<file path="src/rtl/fetch_unit.sv">
// Instruction fetch stage: owns the PC, issues word fetches and queues returned words for decode.
// Optional build macro FETCH_MISALIGN_EN adds fetch_fault and a FAULT state for misaligned redirects.
module fetch_unit #(
  parameter logic [31:0] RESET_PC = 32'h0000_0000,
  parameter int          QDEPTH   = 2
) (
  input  logic        clk,
  input  logic        rst_n,
  output logic        imem_req_valid,
  input  logic        imem_req_ready,
  output logic [31:0] imem_req_addr,
  input  logic        imem_rsp_valid,
  input  logic [31:0] imem_rsp_data,
  input  logic        redirect_valid,
  input  logic [31:0] redirect_pc,
  output logic        instr_valid,
  input  logic        instr_ready,
  output logic [31:0] instr,
  output logic [31:0] instr_pc
`ifdef FETCH_MISALIGN_EN
  ,
  output logic        fetch_fault
`endif
);

  // Handshakes: a transfer happens on a rising edge where valid and ready are both 1;
  // valid never depends on ready, and payload is held while valid=1 and ready=0.
  // The memory response channel has no ready: every response is taken on arrival.

  localparam int AW = $clog2(QDEPTH);
  localparam int CW = AW + 1;
  localparam logic [CW:0] QDEPTH_L = (CW+1)'(QDEPTH);

  typedef enum logic [1:0] {
    ST_BOOT  = 2'd0,
    ST_RUN   = 2'd1,
    ST_FAULT = 2'd2
  } state_e;

  state_e        state;
  logic [31:0]   fetch_pc;
  logic [CW-1:0] count;
  logic [CW-1:0] outstanding;
  logic [CW-1:0] drop;

  logic [31:0]   q_data  [QDEPTH];
  logic [31:0]   q_pc    [QDEPTH];
  logic [AW-1:0] q_wr;
  logic [AW-1:0] q_rd;

  logic [31:0]   tag_mem [QDEPTH];
  logic [AW-1:0] tag_wr;
  logic [AW-1:0] tag_rd;

  logic [CW:0]   inflight_sum;
  logic          req_fire;
  logic          rsp_drop;
  logic          rsp_keep;
  logic          deq;
  logic [31:0]   redirect_tgt;
  logic          redirect_bad;

`ifdef FETCH_MISALIGN_EN
  assign redirect_tgt = redirect_pc;
  assign redirect_bad = (redirect_pc[1:0] != 2'b00);
  assign fetch_fault  = (state == ST_FAULT);
`else
  logic unused_pc_lsbs;
  assign unused_pc_lsbs = ^redirect_pc[1:0];
  assign redirect_tgt   = {redirect_pc[31:2], 2'b00};
  assign redirect_bad   = 1'b0;
`endif

  // Credits cover both queued words and requests still in flight, including ones
  // that will be dropped, so a returning word always has a free queue slot.
  assign inflight_sum   = {1'b0, count} + {1'b0, outstanding};
  assign imem_req_valid = (state == ST_RUN) && !redirect_valid && (inflight_sum < QDEPTH_L);
  assign imem_req_addr  = fetch_pc;

  assign instr_valid = (count != '0) && (state != ST_FAULT);
  assign instr       = q_data[q_rd];
  assign instr_pc    = q_pc[q_rd];

  assign req_fire = imem_req_valid && imem_req_ready;
  assign rsp_drop = imem_rsp_valid && (drop != '0);
  assign rsp_keep = imem_rsp_valid && (drop == '0) && (state != ST_FAULT);
  assign deq      = instr_valid && instr_ready;

  always_ff @(posedge clk or negedge rst_n) begin
    if (!rst_n) begin
      state       <= ST_BOOT;
      fetch_pc    <= RESET_PC;
      count       <= '0;
      outstanding <= '0;
      drop        <= '0;
      q_wr        <= '0;
      q_rd        <= '0;
      tag_wr      <= '0;
      tag_rd      <= '0;
      for (int i = 0; i < QDEPTH; i++) begin
        q_data[i]  <= '0;
        q_pc[i]    <= '0;
        tag_mem[i] <= '0;
      end
    end else if (redirect_valid) begin
      // Everything queued or in flight belongs to the old path; a response landing
      // this very cycle is discarded here and so leaves the drop count.
      state       <= redirect_bad ? ST_FAULT : ST_RUN;
      fetch_pc    <= redirect_tgt;
      count       <= '0;
      q_wr        <= '0;
      q_rd        <= '0;
      tag_wr      <= '0;
      tag_rd      <= '0;
      outstanding <= outstanding - CW'(imem_rsp_valid);
      drop        <= outstanding - CW'(imem_rsp_valid);
    end else begin
      if (state == ST_BOOT) begin
        state <= ST_RUN;
      end
      if (req_fire) begin
        tag_mem[tag_wr] <= fetch_pc;
        tag_wr          <= tag_wr + AW'(1);
        fetch_pc        <= fetch_pc + 32'd4;
      end
      if (rsp_drop) begin
        drop <= drop - CW'(1);
      end
      if (rsp_keep) begin
        q_data[q_wr] <= imem_rsp_data;
        q_pc[q_wr]   <= tag_mem[tag_rd];
        q_wr         <= q_wr + AW'(1);
        tag_rd       <= tag_rd + AW'(1);
      end
      if (deq) begin
        q_rd <= q_rd + AW'(1);
      end
      count       <= count + CW'(rsp_keep) - CW'(deq);
      outstanding <= outstanding + CW'(req_fire) - CW'(imem_rsp_valid);
    end
  end

endmodule
</file>
<file path="config.mk">
export PLATFORM = sky130hd
export DESIGN_NAME = fetch_unit
export DESIGN_NICKNAME = d
export VERILOG_FILES = /design/src/rtl/fetch_unit.sv
export SDC_FILE = /design/constraint.sdc
export NUM_CORES = 1
export LEC_CHECK = 0
export ABC_AREA = 1
export ABC_CLOCK_PERIOD_IN_PS = 3300
export BUFFER_PORTS_ARGS = -buffer_cell sky130_fd_sc_hd__buf_2
export CORE_MARGIN = 5
export CORE_UTILIZATION = 60
export CTS_BUF_LIST = sky130_fd_sc_hd__clkbuf_4 sky130_fd_sc_hd__clkbuf_8
export CTS_CLUSTER_DIAMETER = 60
export CTS_CLUSTER_SIZE = 25
export DETAILED_ROUTE_END_ITERATION = 12
export GPL_TIMING_DRIVEN = 0
export HOLD_SLACK_MARGIN = 0.02
export PLACE_DENSITY = 0.84
export SETUP_SLACK_MARGIN = 0.4
export SLEW_MARGIN = 5
export SYNTH_ARGS = -nofsm -noshare
export SYNTH_HDL_FRONTEND = slang
export SYNTH_SLANG_ARGS = --single-unit
</file>
<file path="constraint.sdc">
create_clock -name clk -period 3.3 [get_ports clk]
set_input_delay 0.33 -clock clk [delete_from_list [all_inputs] [get_ports clk]]
set_output_delay 0.33 -clock clk [all_outputs]
set_load 0.02 [all_outputs]
</file>
# --- Word-level counts from Yosys, hierarchy flattened ---
# Cells that the tools add are included.
# W data, S select, Z words.
word_totals:
  ff_bits: 236
  input_bits: 70
  word_cells: 95
op_classes:
  add_sub_neg: 12
  order_cmp: 7
  eq_ne: 2
  mux: 32
  bitwise: 5
  reduce_logical: 22
ops:
  columns: ["operator", "n"]
  rows:
  - ["$mux W32", 13]
  - ["$bwmux W64", 3]
  - ["$demux W32 S1", 2]
  - ["$add A32 B3 Y32 const B", 1]
  - ["$reduce_bool A2 Y1", 7]
  - ["$mux W2", 6]
  - ["$logic_and A1 B1 Y1", 10]
  - ["$ge A2 B2 Y1 const B", 4]
  - ["$mux W1", 8]
  - ["$not A1 Y2", 4]
  - ["$sub A2 B1 Y2", 3]
  - ["$add A1 B1 Y1 const B", 4]
  - ["$add A2 B1 Y2", 2]
  - ["$logic_not A2 Y1", 2]
  - ["$lt A2 B1 Y1 const B", 2]
  - ["$reduce_and A2 Y1", 2]
  - ["$add A2 B2 Y3", 1]
  - ["$lt A3 B2 Y1 const B", 1]
  - ["$eq A2 B1 Y1 const B", 1]
  - ["$ne A2 B2 Y1 const B", 1]
  - ["$sub A2 B1 Y2 const B", 1]
  - ["$logic_not A1 Y1", 1]
  - ["$not A1 Y1", 1]

# --- Logic depth before layout (Yosys ltp) ---
logic_depth:
  depth_word: 7
  ltp_mapped: 11
  mapped_depth_nobuf: 11

# --- Least setup slack after synthesis ---
# No wires, ideal clock.
synth_timing:
  path_kind: "register to register"
  start: "register outstanding[0]"
  end: "register outstanding[1]"
  t_arrival_ns: 2.081
  t_required_ns: 3.164
  slack_ns: 1.083
  path_stages_with_launch: 12
  n_path_buf: 0
  synth_period_minus_slack_ns: 2.217
  cell_sequence: "dfrtp_1 -> nand2_1 -> inv_1 -> fa_1 -> nor2_1 -> nand4_4 -> ha_1 -> inv_1 -> ha_1 -> xor2_1 -> xnor2_1 -> o21ai_0"
synth_between:
  elab_chain_cells: 7
synth_lines:
  columns: ["item", "line_no", "source"]
  rows:
  - ["start, declared", "43", "logic [CW-1:0] outstanding;"]
  - ["start signal, assigned", "115", "outstanding <= outstanding - CW'(imem_rsp_valid);"]
  - ["start signal, assigned", "139", "outstanding <= outstanding + CW'(req_fire) - CW'(imem_rsp_valid);"]
  - ["$add A2 B2 Y3", "76", "assign inflight_sum = {1'b0, count} + {1'b0, outstanding};"]
  - ["$lt A3 B2 Y1", "77", "assign imem_req_valid = (state == ST_RUN) && !redirect_valid && (inflight_sum < QDEPTH_L);"]
  - ["$logic_and A1 B1 Y1", "77", null]
  - ["$logic_and A1 B1 Y1", "84", "assign req_fire = imem_req_valid && imem_req_ready;"]
  - ["$add A2 B1 Y2", "139", null]
  - ["$sub A2 B1 Y2", "139", null]
  - ["$mux W2 (*)", "105", "end else if (redirect_valid) begin"]
# Mark *: on every way between the ends. The rest lies on a longest branch, timed or not.
# A chain may end at the register's enable or synchronous reset.

# --- Final worst setup path ---
# Same ends and word-level chain as after synthesis.

==> results.cfg <==
[place]
io_buffers = 160
place_area_um2 = 12000
post-dp-hpwl_um = 19700
place.gp.congestion = 0.945
dpl.cell_count = 1782
pre_cts_ws_ps = 781

[routing]
drtIter0Drc = 721
drt_wl_total_um = 27200
wl_met1_um = 11500
wl_met2_um = 13100
highest_layer = met4
avgViaCountPerCell = 5.27
routedWlPerCell_um = 14.9
vias = 9615
drt_first_pass_iters = 5
met3_length_um = 2060
ant_nets = 0
drcViolationCount = 0

[setup_path]
critPathMaxFanout = 6
cp_top_family = adder cells
reg2reg_from = outstanding[0]
cp-startpoint = outstanding[0]
slowest_delay_ps = 430
start_kind = flip-flop
slowest_stage = dfrtp_1
end_kind = flip-flop
reg2reg_slack_ps = 770
critPathArrivalTime_ps = 2930
cp_num_buf_inv = 2
critPathKind = flip-flop to flip-flop
crit_chain = nand2_1, inv_1, fa_1, nor2_1, nand4_4, ha_1, inv_1, ha_1, xor2_1, xnor2_1, o21ai_0
cp.required_ps = 3700
rr_worst_depth = 11
worstReg2RegEnd = outstanding[1]

[status]
outcome = finished, final reports clean

[timing]
fmax_mhz = 395
fin_setup_tns_ps = 0
clock_skew_ps = 36.9
fin_crit_ps = 2530
period_share_pct = 76.7
rsz0062_at_grt = no
setup_viol = 0
worstMarginPinSlew_ps = 579
fin_ws_ps = 769
slew_headroom_pct = 61.4
hold_viol = 0
slew_viol_final = 0

[logic_synthesis]
yosysSeqAreaShare_pct = 52.0
synth_seq_cells = 225
avgSynthCellArea_um2 = 7.80
yosysMostFrequentCell = nand2_1
synthAdderAreaFrac_pct = 0.993
synth_top_family_by_area = simple AND/OR/NAND/NOR gates
synthDistinctLibCells = 33
synth.area.mux_share_pct = 0
netlist_instances = 1388
yosysWarnings = 0
synth_common_cells = 603 x nand2_1, 225 x dfrtp_1, 127 x inv_1
synthXorXnorAreaFrac_pct = 0.566
synth_flop_cell = dfrtp_1
yosys.area.top_type = dfrtp_1
synth.cell_area_um2 = 10800
synth_edf_count = 0
yosys-top-cells-area = dfrtp_1 52%, nand2_1 21%, o21ai_0 5.8%, inv_1 4.4%, o21ai_1 2.8%
async_flop_share_pct = 100
synth-simple-area-share_pct = 26.3
synth_compound_area_share_pct = 11.6
synth_top_area_share_pct = 52.0

[clock_network]
numCtsBuffers = 15
cts_sinks = 225
clk_latency_ps = 540
root_buffer = clkbuf_8
clk_pin_slew_ps = 140
cts_resized = 0
clockBufferDepth = 3
cts_tree = yes
htree_levels = 1

[floorplanning]
dieWidth_um = 144
coreArea_um2 = 17800
start_util_pct = 60.7
fp.dieArea_um2 = 20800
pin_count = 168
rows = 49
die_height_um = 144

[layout]
instances_no_fill = 1826
final_cell_area_um2 = 12500
antenna_cells = 0
nets = 1668
final_util_pct = 70.2
syn_to_final_growth_pct = 15.7
drive_gt1_share_pct = 17.0

[run]
drv_cap = 0

[hold_path]
min_path_type = input port to flip-flop
whs_path_depth = 3
min_from = redirect_pc[11]
hold_end = imem_req_addr[11]

[global_route]
grt_pass1_vias = 9421
grt_usage_pct = 26.5
antenna_found_initial = 0
grt_max_degree = 100
grt_pass1_wl_um = 45100
grt_overflow = 0

[power]
p_leak_nw = 6.60
cellPowerDensity_nw_per_um2 = 787
ir_drop_uv = 523
[cells in the final DEF (no fill, tap or decap), drive strengths merged]
master       netlist  final
nand2            607    607
dfrtp            225    225
o21ai            216    216
buf               36    198
inv              132    136
nand3             51     51
nor2              50     50
clkbuf            34     50
dlygate4sd3        0     20
ha                 7      7
o211ai             6      6
conb               2      5
xor2               4      4
nand4              4      4
clkinv             2      4
xnor2              3      3
a21oi              2      2
nor3               2      2
or2                2      2
and2               1      1
o221ai             1      1
fa                 1      1
clkinvlp           0      1
bufinv             0      1
[sequential cells by signal (all words and copies together) (netlist names)]
name           count
count              2
drop               2
imem_req_addr     30
outstanding        2
q_data            64
q_pc              60
q_rd               1
q_wr               1
state              1
tag_mem           60
tag_rd             1
tag_wr             1
[tightest hold or removal path, stage by stage]
cell and delay [ps]:
buf_2 80, nand2_1 60, o211ai_1 90
[where the power goes]
part	leakage [nW]	switching, mW	total (mW)	internal, mW
logic	3.53	2.63	3.95	1.32
registers	2.91	0.591	4.36	3.77
clock network	0.166	0.969	1.55	0.581
total	6.60	4.19	9.86	5.67
[how the worst max path moves through the flow]
stage / cells after the start / endpoint / slack (ps)
floorplan: 11 / outstanding[1] / 1080
global placement: 1 / tag_mem[25] / -1800
detailed placement: 11 / outstanding[1] / 780
CTS: 11 / outstanding[1] / 760
global route: 11 / outstanding[1] / 630
finish: 11 / outstanding[1] / 770
[metrics by stage]
stage,power (mW),hold slack (ps)
after global routing,10.6,40.0
after floorplan,6.98,34.4
after global placement,8.14,454
final,9.86,49.2
after detailed placement,8.33,208
after CTS,9.88,20.5
[what timing repair did]
item                                   CTS  global route
hold buffers                            20             0
setup buffers                            0             0
endpoints found under the hold margin   71             0
[logic make-up (layout without fill, tap and decap cells)]
family / after synthesis / after routing
compound gates: 225 / 225
xor+xnor: 7 / 7
fa+ha+maj: 8 / 8
buf+inv: 204 / 410
flops: 225 / 225
other cells: 2 / 5
simple gates: 717 / 717
[layout make-up]
cell class                      count  area (um2)
Buffer                             70         412
Clock buffer                       16         220
Sequential cell                   225        5630
Timing Repair Buffer              182        1070
Tap cell                          229         287
Inverter                          134         508
Fill cell                        1412        5310
Multi-Input combinational cell    962        4290
Clock inverter                      8         115
[layer usage]
layer	up-vias	track usage (%)
li1	4719	-
met1	4511	36.7
met2	338	44.6
met3	47	3.44
met4	0	7.17
met5	-	0
Power figures use the tool's default switching activity.
